$ cat src/rtl/fetch_pkg.sv
// Shared fetch/decode definitions: sequencer state encoding, instruction constants
// and the PC alignment helper.
package fetch_pkg;

    typedef enum logic [1:0] {
        FETCH = 2'd0,
        WAIT  = 2'd1,
        HOLD  = 2'd2,
        DRAIN = 2'd3
    } fetch_seq_state_e;

    localparam int unsigned INSTR_BYTES = 4;
    localparam logic [31:0] NOP_INSTR   = 32'h0000_0013;
    localparam logic [31:0] PC_STEP     = 32'd4;

    // Word-align an address by clearing the byte-offset bits.
    function automatic logic [31:0] align_pc(input logic [31:0] addr);
        return addr & 32'hFFFF_FFFC;
    endfunction

endpackage

$ cat src/rtl/fetch_sequencer_if.sv
// Instruction-memory, redirect and decode handshake signals of the fetch sequencer.
interface fetch_sequencer_if;
    logic        mem_re;
    logic [31:0] mem_addr;
    logic        mem_rvalid;
    logic [31:0] mem_rdata;
    logic        redirect_valid;
    logic [31:0] redirect_pc;
    logic        instr_valid;
    logic        instr_ready;
    logic [31:0] instr_out;
    logic [31:0] instr_pc;

    modport master (
        output mem_re, mem_addr, instr_valid, instr_out, instr_pc,
        input  mem_rvalid, mem_rdata, redirect_valid, redirect_pc, instr_ready
    );

    modport slave (
        input  mem_re, mem_addr, instr_valid, instr_out, instr_pc,
        output mem_rvalid, mem_rdata, redirect_valid, redirect_pc, instr_ready
    );

    modport monitor (
        input mem_re, mem_rvalid
    );
endinterface

$ cat src/rtl/fetch_perf_cnt.sv
// Saturating event counter used for the decode back-pressure statistic.
module fetch_perf_cnt #(
    parameter int CNT_W = 32
) (
    input  logic             clk_i,
    input  logic             rst_i,
    input  logic             inc_i,
    output logic [CNT_W-1:0] count_o
);
    logic [CNT_W-1:0] count_q;
    logic [CNT_W-1:0] count_d;

    // Next count: step on each event, sticking at all-ones.
    always_comb begin
        count_d = count_q;
        if (inc_i && (count_q != {CNT_W{1'b1}})) begin
            count_d = count_q + {{(CNT_W-1){1'b0}}, 1'b1};
        end else begin
            count_d = count_q;
        end
    end

    // Count register.
    always_ff @(posedge clk_i or posedge rst_i) begin
        if (rst_i) begin
            count_q <= {CNT_W{1'b0}};
        end else begin
            count_q <= count_d;
        end
    end

    assign count_o = count_q;
endmodule

$ cat src/rtl/fetch_sequencer.sv
// IF-stage sequencer: one outstanding instruction read, registered hand-off to decode,
// redirects with stale-response draining. FETCH_PERF_EN adds the stall_cycles counter.
module fetch_sequencer
    import fetch_pkg::*;
#(
    parameter logic [31:0] RESET_PC = 32'h0000_0000,
    parameter int          CNT_W    = 32
) (
    input  logic              clock,
    input  logic              reset,
    fetch_sequencer_if.master bus
`ifdef FETCH_PERF_EN
    ,
    output logic [CNT_W-1:0]  stall_cycles
`endif
);
    fetch_seq_state_e state_q, state_d;
    logic [31:0]      pc_q, pc_d;
    logic             instr_valid_q, instr_valid_d;
    logic [31:0]      instr_out_q, instr_out_d;
    logic [31:0]      instr_pc_q, instr_pc_d;
    logic             mem_re_s;

    if (CNT_W < 1) begin : g_cnt_w_check
        $error("fetch_sequencer: CNT_W must be at least 1");
    end

    // Next-state, PC and decode-register update; redirect overrides every state.
    always_comb begin
        state_d       = state_q;
        pc_d          = pc_q;
        instr_valid_d = instr_valid_q;
        instr_out_d   = instr_out_q;
        instr_pc_d    = instr_pc_q;
        mem_re_s      = 1'b0;
        case (state_q)
            FETCH: begin
                mem_re_s = ~reset;
                if (bus.redirect_valid) begin
                    pc_d          = align_pc(bus.redirect_pc);
                    instr_valid_d = 1'b0;
                    state_d       = DRAIN;
                end else begin
                    state_d = WAIT;
                end
            end
            WAIT: begin
                if (bus.redirect_valid) begin
                    pc_d          = align_pc(bus.redirect_pc);
                    instr_valid_d = 1'b0;
                    state_d       = bus.mem_rvalid ? FETCH : DRAIN;
                end else if (bus.mem_rvalid) begin
                    instr_out_d   = bus.mem_rdata;
                    instr_pc_d    = pc_q;
                    instr_valid_d = 1'b1;
                    pc_d          = pc_q + PC_STEP;
                    state_d       = HOLD;
                end else begin
                    state_d = WAIT;
                end
            end
            HOLD: begin
                if (bus.redirect_valid) begin
                    pc_d          = align_pc(bus.redirect_pc);
                    instr_valid_d = 1'b0;
                    state_d       = FETCH;
                end else if (bus.instr_ready) begin
                    instr_valid_d = 1'b0;
                    state_d       = FETCH;
                end else begin
                    state_d = HOLD;
                end
            end
            DRAIN: begin
                // The owed response belongs to an abandoned path and is never delivered.
                if (bus.redirect_valid) begin
                    pc_d          = align_pc(bus.redirect_pc);
                    instr_valid_d = 1'b0;
                end else begin
                    pc_d = pc_q;
                end
                state_d = bus.mem_rvalid ? FETCH : DRAIN;
            end
            default: begin
                state_d       = FETCH;
                instr_valid_d = 1'b0;
            end
        endcase
    end

    // State, PC and decode output registers.
    always_ff @(posedge clock or posedge reset) begin
        if (reset) begin
            state_q       <= FETCH;
            pc_q          <= RESET_PC;
            instr_valid_q <= 1'b0;
            instr_out_q   <= NOP_INSTR;
            instr_pc_q    <= RESET_PC;
        end else begin
            state_q       <= state_d;
            pc_q          <= pc_d;
            instr_valid_q <= instr_valid_d;
            instr_out_q   <= instr_out_d;
            instr_pc_q    <= instr_pc_d;
        end
    end

    assign bus.mem_re      = mem_re_s;
    assign bus.mem_addr    = align_pc(pc_q);
    assign bus.instr_valid = instr_valid_q;
    assign bus.instr_out   = instr_out_q;
    assign bus.instr_pc    = instr_pc_q;

`ifdef FETCH_PERF_EN
    fetch_perf_cnt #(
        .CNT_W (CNT_W)
    ) u_perf_cnt (
        .clk_i   (clock),
        .rst_i   (reset),
        .inc_i   (instr_valid_q & ~bus.instr_ready),
        .count_o (stall_cycles)
    );
`endif
endmodule
$ cat src/flat_wrapper.sv
// flat-port wrapper written by rule: the top's interface ports become plain ports
module fetch_sequencer_flat import fetch_pkg::*;
#(
    parameter logic [31:0] RESET_PC = 32'h0000_0000,
    parameter int          CNT_W    = 32
)
  (clock, reset, bus_mem_re, bus_mem_addr, bus_instr_valid, bus_instr_out, bus_instr_pc, bus_mem_rvalid, bus_mem_rdata, bus_redirect_valid, bus_redirect_pc, bus_instr_ready);
  fetch_sequencer_if bus_i ();
  input  logic clock;
  input  logic reset;
  output wire logic [$bits(bus_i.mem_re)-1:0] bus_mem_re;
  output wire logic [$bits(bus_i.mem_addr)-1:0] bus_mem_addr;
  output wire logic [$bits(bus_i.instr_valid)-1:0] bus_instr_valid;
  output wire logic [$bits(bus_i.instr_out)-1:0] bus_instr_out;
  output wire logic [$bits(bus_i.instr_pc)-1:0] bus_instr_pc;
  input wire logic [$bits(bus_i.mem_rvalid)-1:0] bus_mem_rvalid;
  input wire logic [$bits(bus_i.mem_rdata)-1:0] bus_mem_rdata;
  input wire logic [$bits(bus_i.redirect_valid)-1:0] bus_redirect_valid;
  input wire logic [$bits(bus_i.redirect_pc)-1:0] bus_redirect_pc;
  input wire logic [$bits(bus_i.instr_ready)-1:0] bus_instr_ready;
  assign bus_mem_re = bus_i.mem_re;
  assign bus_mem_addr = bus_i.mem_addr;
  assign bus_instr_valid = bus_i.instr_valid;
  assign bus_instr_out = bus_i.instr_out;
  assign bus_instr_pc = bus_i.instr_pc;
  assign bus_i.mem_rvalid = bus_mem_rvalid;
  assign bus_i.mem_rdata = bus_mem_rdata;
  assign bus_i.redirect_valid = bus_redirect_valid;
  assign bus_i.redirect_pc = bus_redirect_pc;
  assign bus_i.instr_ready = bus_instr_ready;
  fetch_sequencer #(.RESET_PC(RESET_PC), .CNT_W(CNT_W)) u_core (.clock(clock), .reset(reset), .bus(bus_i));
endmodule
$ cat config.mk
export PLATFORM = sky130hd
export DESIGN_NAME = fetch_sequencer_flat
export DESIGN_NICKNAME = d
export VERILOG_FILES = /design/src/rtl/fetch_pkg.sv /design/src/rtl/fetch_sequencer_if.sv /design/src/rtl/fetch_perf_cnt.sv /design/src/rtl/fetch_sequencer.sv /design/src/flat_wrapper.sv
export SDC_FILE = /design/constraint.sdc
export NUM_CORES = 1
export LEC_CHECK = 0
export CORE_ASPECT_RATIO = 0.9
export CORE_MARGIN = 2
export CORE_UTILIZATION = 27
export CTS_BUF_LIST = sky130_fd_sc_hd__clkbuf_4
export DETAILED_ROUTE_END_ITERATION = 10
export PLACE_DENSITY_LB_ADDON = 0.05
export SYNTH_ARGS = -nofsm -noshare
export SYNTH_HDL_FRONTEND = slang
export SYNTH_SLANG_ARGS = --single-unit
$ cat constraint.sdc
create_clock -name clock -period 4.1 [get_ports clock]
set_clock_uncertainty 0.15 [all_clocks]
set_input_delay 0.41 -clock clock [delete_from_list [all_inputs] [get_ports clock]]
set_output_delay 0.41 -clock clock [all_outputs]
set_load 0.1 [all_outputs]
==> summary.txt, run 1 <==
Status - completed
Top-count cell post-synth - dfrtp_1
Post-route worst setup slack - 1.08 ns
Max Clk Rate - 331 MHz
Max stage delay cell, worst path - clkdlybuf4s50_1
Hold Fails Final Rpt - 0
WP data arrival - 2.46 ns
RSZ-0062 raised after global routing - no
Clk root buf - clkbuf_4
Worst-Skew Late Latency - 0.48 ns
Maximum root-to-sink buffer count - 2
GR Util met2 - 25.5%
Layer with the highest usage - met2
Post-Synth Simple-Gate Area - 13.2%
Crit Path Max Fanout - 5
Antenna violations before repair - 1
Vias - 3,855
Layout Nets - 640
CP Capture Type - output pin
Vias per Instance - 4.95
Synth Area in Compound Gates - 13.1%
Setup_tns - 0 ns
R2R Path End - u_core.pc_q[30]
Final slew viol count - 0
Crit path buffers/inverters - 2
Top post-synthesis cells by area - dfrtp_1, mux2_2, a21oi_1, ha_1, nand2_1
Post-CTS setup buffers - 0
Grt met3 use - 5.04%
CP peak stage delay - 1.15 ns
Critical path data required time - 3.54 ns
CP startpoint - u_core.state_q[0]
Most used DFF post-synth - dfrtp_1
Synth Register Bits - 95
Critical path class - flip-flop to output pin
Startpoint types - flip-flop
Ys async rst share - 100%
Vias in the first global route - 3,892
Max-Cap Viols - 0
Boundary Pins - 167
Post-synth EDFFs - 0
First-pass DRT Iterations - 4
CTS sink cnt - 95
Mean Syn Cell Area - 11.3 sq um
Synthesized area - 4610 sq um
Post-route ant nets - 0
Total congestion overflow - 0
Period utilisation layout - 73.6%
H-tree depth - 3
IO buf count - 160
Main combinational cell family by area after synthesis - multiplexers
RR Startpoint - u_core.pc_q[2]
Worst Tran Pin Value - 1.01 ns
GRT Resource Usage Total - 16.1%
Post-Synth Adder-Cell Area - 2.44%
# resized after CTS - 0
DR WL/cell - 17.9 um
Largest net degree at the start of global routing - 40
Area Growth Syn to Fin - 41.9%
Final setup fails - 0
Die area - 18,100 sq um
XOR/XNOR share of the synthesized area - 0%
Initial drt markers - 206
WL final - 14,000 um
Commonest cells post-synth - dfrtp_1, mux2_2, a21oi_1
Worst Hold Class - input port to async pin
Synth top area share - 50.0%
GP Congestion - 0.774
Worst setup path endpoint - bus_mem_re
Critical path's top delay family - buffers and inverters
Post-place setup slack - 1.30 ns
CTS tree - built
Area of the multi-input gates - 2060 sq um
Worst path cell trace - inv_1 -> ha_1 -> nor2b_1 -> clkdlybuf4s50_1
Routing usage on met1 - 21.3%
Post-Synthesis Cells - 407
Slew HR - 32.7%
Initial core utilization - 27.5%
Period minus WS final - 3.02 ns
Die H - 128 um
# rows - 45
CTS Hold Buffers Added - 0
Cts bufs inserted - 9
Fillers - 1,676
HPWL after DPL - 9960 um
Die X - 142 um
Reg area - 2380 sq um
First-pass GRT wire length - 22,300 um
Synth area leader - dfrtp_1
DR DRC count - 0
Share of post-route cells with drive strength above 1 - 19.2%
Number of stages on the worst setup path - 4
Core ar. - 16,800 sq um
Clock transition at path regs - 0.15 ns
Cell count of the worst reg-to-reg path - 6
R2R setup slack - 1.66 ns
YS warnings - 0
Unique masters post-synth - 61
Mux contribution to synthesized area - 15.4%
Post-synthesis sequential area ratio - 51.7%
[logic make-up after synthesis]
kind of cell	Yosys count
flip-flops	95
multiplexers	63
adder cells (fa/ha/maj)	9
AND/OR/NAND/NOR	107
other	1
buffers and inverters	37
AO/OA/AOI/OAI	95
[final cells by class]
type                    instances  area share (%)
flip-flops and latches         95            36.4
multi-input cells             278            31.5
repair buffers                168            25.6
well taps                     211            4.04
clock buffers                  11            1.26
inverters                      10           0.612
clock inverters                 5           0.536
diodes                          1          0.0383
[state kept, by name, summed over array words and instances, names as in the netlist]
name and cells:
u_core.bus.instr_pc 30, u_core.pc_q 30, u_core.bus.instr_valid 1, u_core.state_q 2
u_core.bus.instr_out 32
[worst min-delay path by stage]
| stage | from | to | slack (ns) | cells after the start |
|---|---|---|---|---|
| 4_1_cts | reset | u_core.bus.instr_pc[22] | 0.16 | 2 |
| 2_1_floorplan | u_core.state_q[1] | u_core.state_q[0] | 0.32 | 1 |
| 6_report | reset | u_core.pc_q[19] | 0.18 | 2 |
| 3_5_place_dp | u_core.bus.instr_pc[22] | u_core.bus.instr_pc[22] | 0.33 | 2 |
| 3_3_place_gp | u_core.bus.instr_pc[22] | u_core.bus.instr_pc[22] | 0.32 | 2 |
| 5_1_grt | reset | u_core.pc_q[19] | 0.18 | 2 |
[worst register-to-register path, stage by stage, from the launching register on]
cell	delay [ns]
dfrtp_1	0.53
ha_1	0.35
nand4_1	0.30
nor3_1	0.33
and3_1	0.25
nand4_1	0.16
o221a_2	0.28
[stage by stage]
step           util [%]  hold slack, ns  instance area, sq um  instances
3_5_place_dp       38.3           0.326                  6420        762
3_3_place_gp       38.3           0.322                  6420        762
6_report           39.0           0.179                  6540        779
2_1_floorplan         -           0.325                  4620        410
5_1_grt            39.0           0.183                  6540        779
4_1_cts            39.0           0.160                  6540        778
[cells in the final DEF (no fill, tap or decap), types with 7 or more instances in the layout]
cell / Yosys / layout
inv_1: 10 / 9
nor2_1: 21 / 21
clkbuf_4: 0 / 11
o21ai_0: 19 / 19
mux2_2: 62 / 62
ha_1: 9 / 9
nand2_1: 27 / 26
o22ai_1: 8 / 8
clkdlybuf4s50_1: 1 / 160
dfrtp_1: 92 / 92
buf_4: 7 / 7
nand3_1: 14 / 14
nand4_1: 8 / 8
a21oi_1: 34 / 33
[per-layer routing]
| layer | vias up | wire [um] |
|---|---|---|
| met2 | 106 | 6530 |
| met5 | - | 0 |
| met3 | 14 | 846 |
| met4 | 0 | 170 |
| met1 | 1940 | 6440 |
| li1 | 1795 | - |
Power of run 1 is not shown: default switching activity piles up to over one toggle a cycle in this logic, so the estimate is an artifact.
==> run 2, diff against run 1 <==
==> constraint.sdc (replaced) <==
create_clock -name clock -period 2.6 [get_ports clock]
set_clock_uncertainty 0.15 [all_clocks]
set_input_delay 0.26 -clock clock [delete_from_list [all_inputs] [get_ports clock]]
set_output_delay 0.26 -clock clock [all_outputs]
set_load 0.1 [all_outputs]
==> run 2 against run 1 <==
Net effect:
- setup slack worse by 0.73 ns
- critical endpoint is now u_core.pc_q[25]
- critical path type is now flip-flop to flip-flop
- flip-flop and latch count unchanged
- highest routed layer unchanged
- non-clock buffer count up 8
==> summary.txt, run 2 (synthesis results as in run 1) <==
Startpoint types - flip-flop
Critical path's top delay family - simple AND/OR/NAND/NOR gates
Post-Route Utilization - 38.3%
Max stage delay cell, worst path - nor4_1
Max Clk Rate - 444 MHz
Initial drt markers - 218
Area Growth Syn to Fin - 39.5%
CP Capture Type - flip-flop
Cts bufs inserted - 9
CTS sink cnt - 95
GRT Resource Usage Total - 15.6%
Period minus WS final - 2.25 ns
Die X - 142 um
Max-Cap Viols - 0
Vias in the first global route - 3,811
Most frequent cells in the layout - buf_4, dfrtp_1, clkdlybuf4s50_1
Max FFs per register - 32
Largest net degree at the start of global routing - 64
Slew HR - 57.6%
Worst path cell trace - nand4_2 -> nor4_1 -> nand4_1 -> a21oi_1 -> a2bb2oi_1
CP startpoint - u_core.pc_q[7]
RR Startpoint - u_core.pc_q[7]
Final slew viol count - 0
CTS Hold Buffers Added - 0
Worst-Skew Late Latency - 0.46 ns
Clk root buf - clkbuf_4
GP Congestion - 0.810
HPWL after DPL - 10,100 um
Antenna violations before repair - 1
CTS tree - built
DR WL/cell - 17.6 um
# rows - 45
WL final - 13,900 um
Worst Hold Class - input port to async pin
Status - completed
RSZ-0062 raised after global routing - no
Vias per Instance - 4.87
Number of stages on the worst setup path - 5
Commonest non-fill, non-tap cell in the layout - buf_4
# resized after CTS - 0
Total congestion overflow - 0
Critical path class - flip-flop to flip-flop
Vias - 3,830
Period utilisation layout - 86.6%
Final setup fails - 0
Post-route ant nets - 0
Die area - 18,100 sq um
Clock transition at path regs - 0.15 ns
H-tree depth - 3
Worst Tran Pin Value - 0.631 ns
CP peak stage delay - 0.62 ns
Layout Nets - 648
Boundary Pins - 167
Setup_tns - 0 ns
Hold Fails Final Rpt - 0
Maximum root-to-sink buffer count - 2
Crit path buffers/inverters - 0
Crit Path Max Fanout - 9
First-pass DRT Iterations - 4
Cell count of the worst reg-to-reg path - 5
First-pass GRT wire length - 21,700 um
Core ar. - 16,800 sq um
DR DRC count - 0
Critical path data required time - 2.84 ns
Die H - 128 um
IO buf count - 160
Post-CTS setup buffers - 0
Initial core utilization - 27.5%
WP data arrival - 2.49 ns
Share of post-route cells with drive strength above 1 - 37.9%
==> run 2: cell count changes in the layout (fill, tap and decap cells not counted) <==
cell	before	now
buf_4	7	108
clkdlybuf4s50_1	160	66
dfrtp_1	92	84
dfrtp_2	0	8
clkinvlp_4	4	1
bufinv_16	0	2
buf_12	1	2
clkinv_1	0	1
clkinv_2	1	2
inv_4	1	0
==> run 2: final cells by class <==
cell class / instances / area (sq um)
repair buffers: 176 / 1510
clock inverters: 5 / 73.8
well taps: 211 / 264
clock buffers: 11 / 82.6
inverters: 10 / 41.3
diodes: 1 / 2.50
multi-input cells: 278 / 2060
flip-flops and latches: 95 / 2390
fillers: 1668 / 10400
==> run 2: tightest hold or removal path: stages <==
cell             delay, ns
clkdlybuf4s50_1       0.46
clkinvlp_4            0.11
buf_12                0.30
==> run 2: final timing paths <==
check                                               end  slack, ns
worst max-delay path                    u_core.pc_q[25]       0.35
min in group clock                       u_core.pc_q[2]       0.18
worst min-delay path            u_core.bus.instr_pc[15]       0.08
worst max register to register          u_core.pc_q[25]       0.35
worst min register to register  u_core.bus.instr_pc[12]       0.37
max in group asynchronous       u_core.bus.instr_out[4]       1.81
==> run 2: per-layer routing <==
layer | track usage (%) | wire (um) | up-vias
met5 | 0 | 0 | -
met2 | 24.3 | 6400 | 126
met3 | 4.37 | 846 | 10
li1 | - | - | 1819
met4 | 4.24 | 178 | 0
met1 | 21.3 | 6430 | 1875
==> run 2: metrics by stage <==
step                      std cells  area (sq um)  setup WS, ns  hold slack [ns]
after floorplan                 410          4630       0.00445            0.203
after global placement          770          6270         0.222            0.327
after detailed placement        770          6270         0.150            0.335
after CTS                       786          6420         0.365           0.0890
after global routing            787          6430         0.198           0.0828
final                           787          6430         0.349           0.0809
Power of run 2 is left out for the same reason.
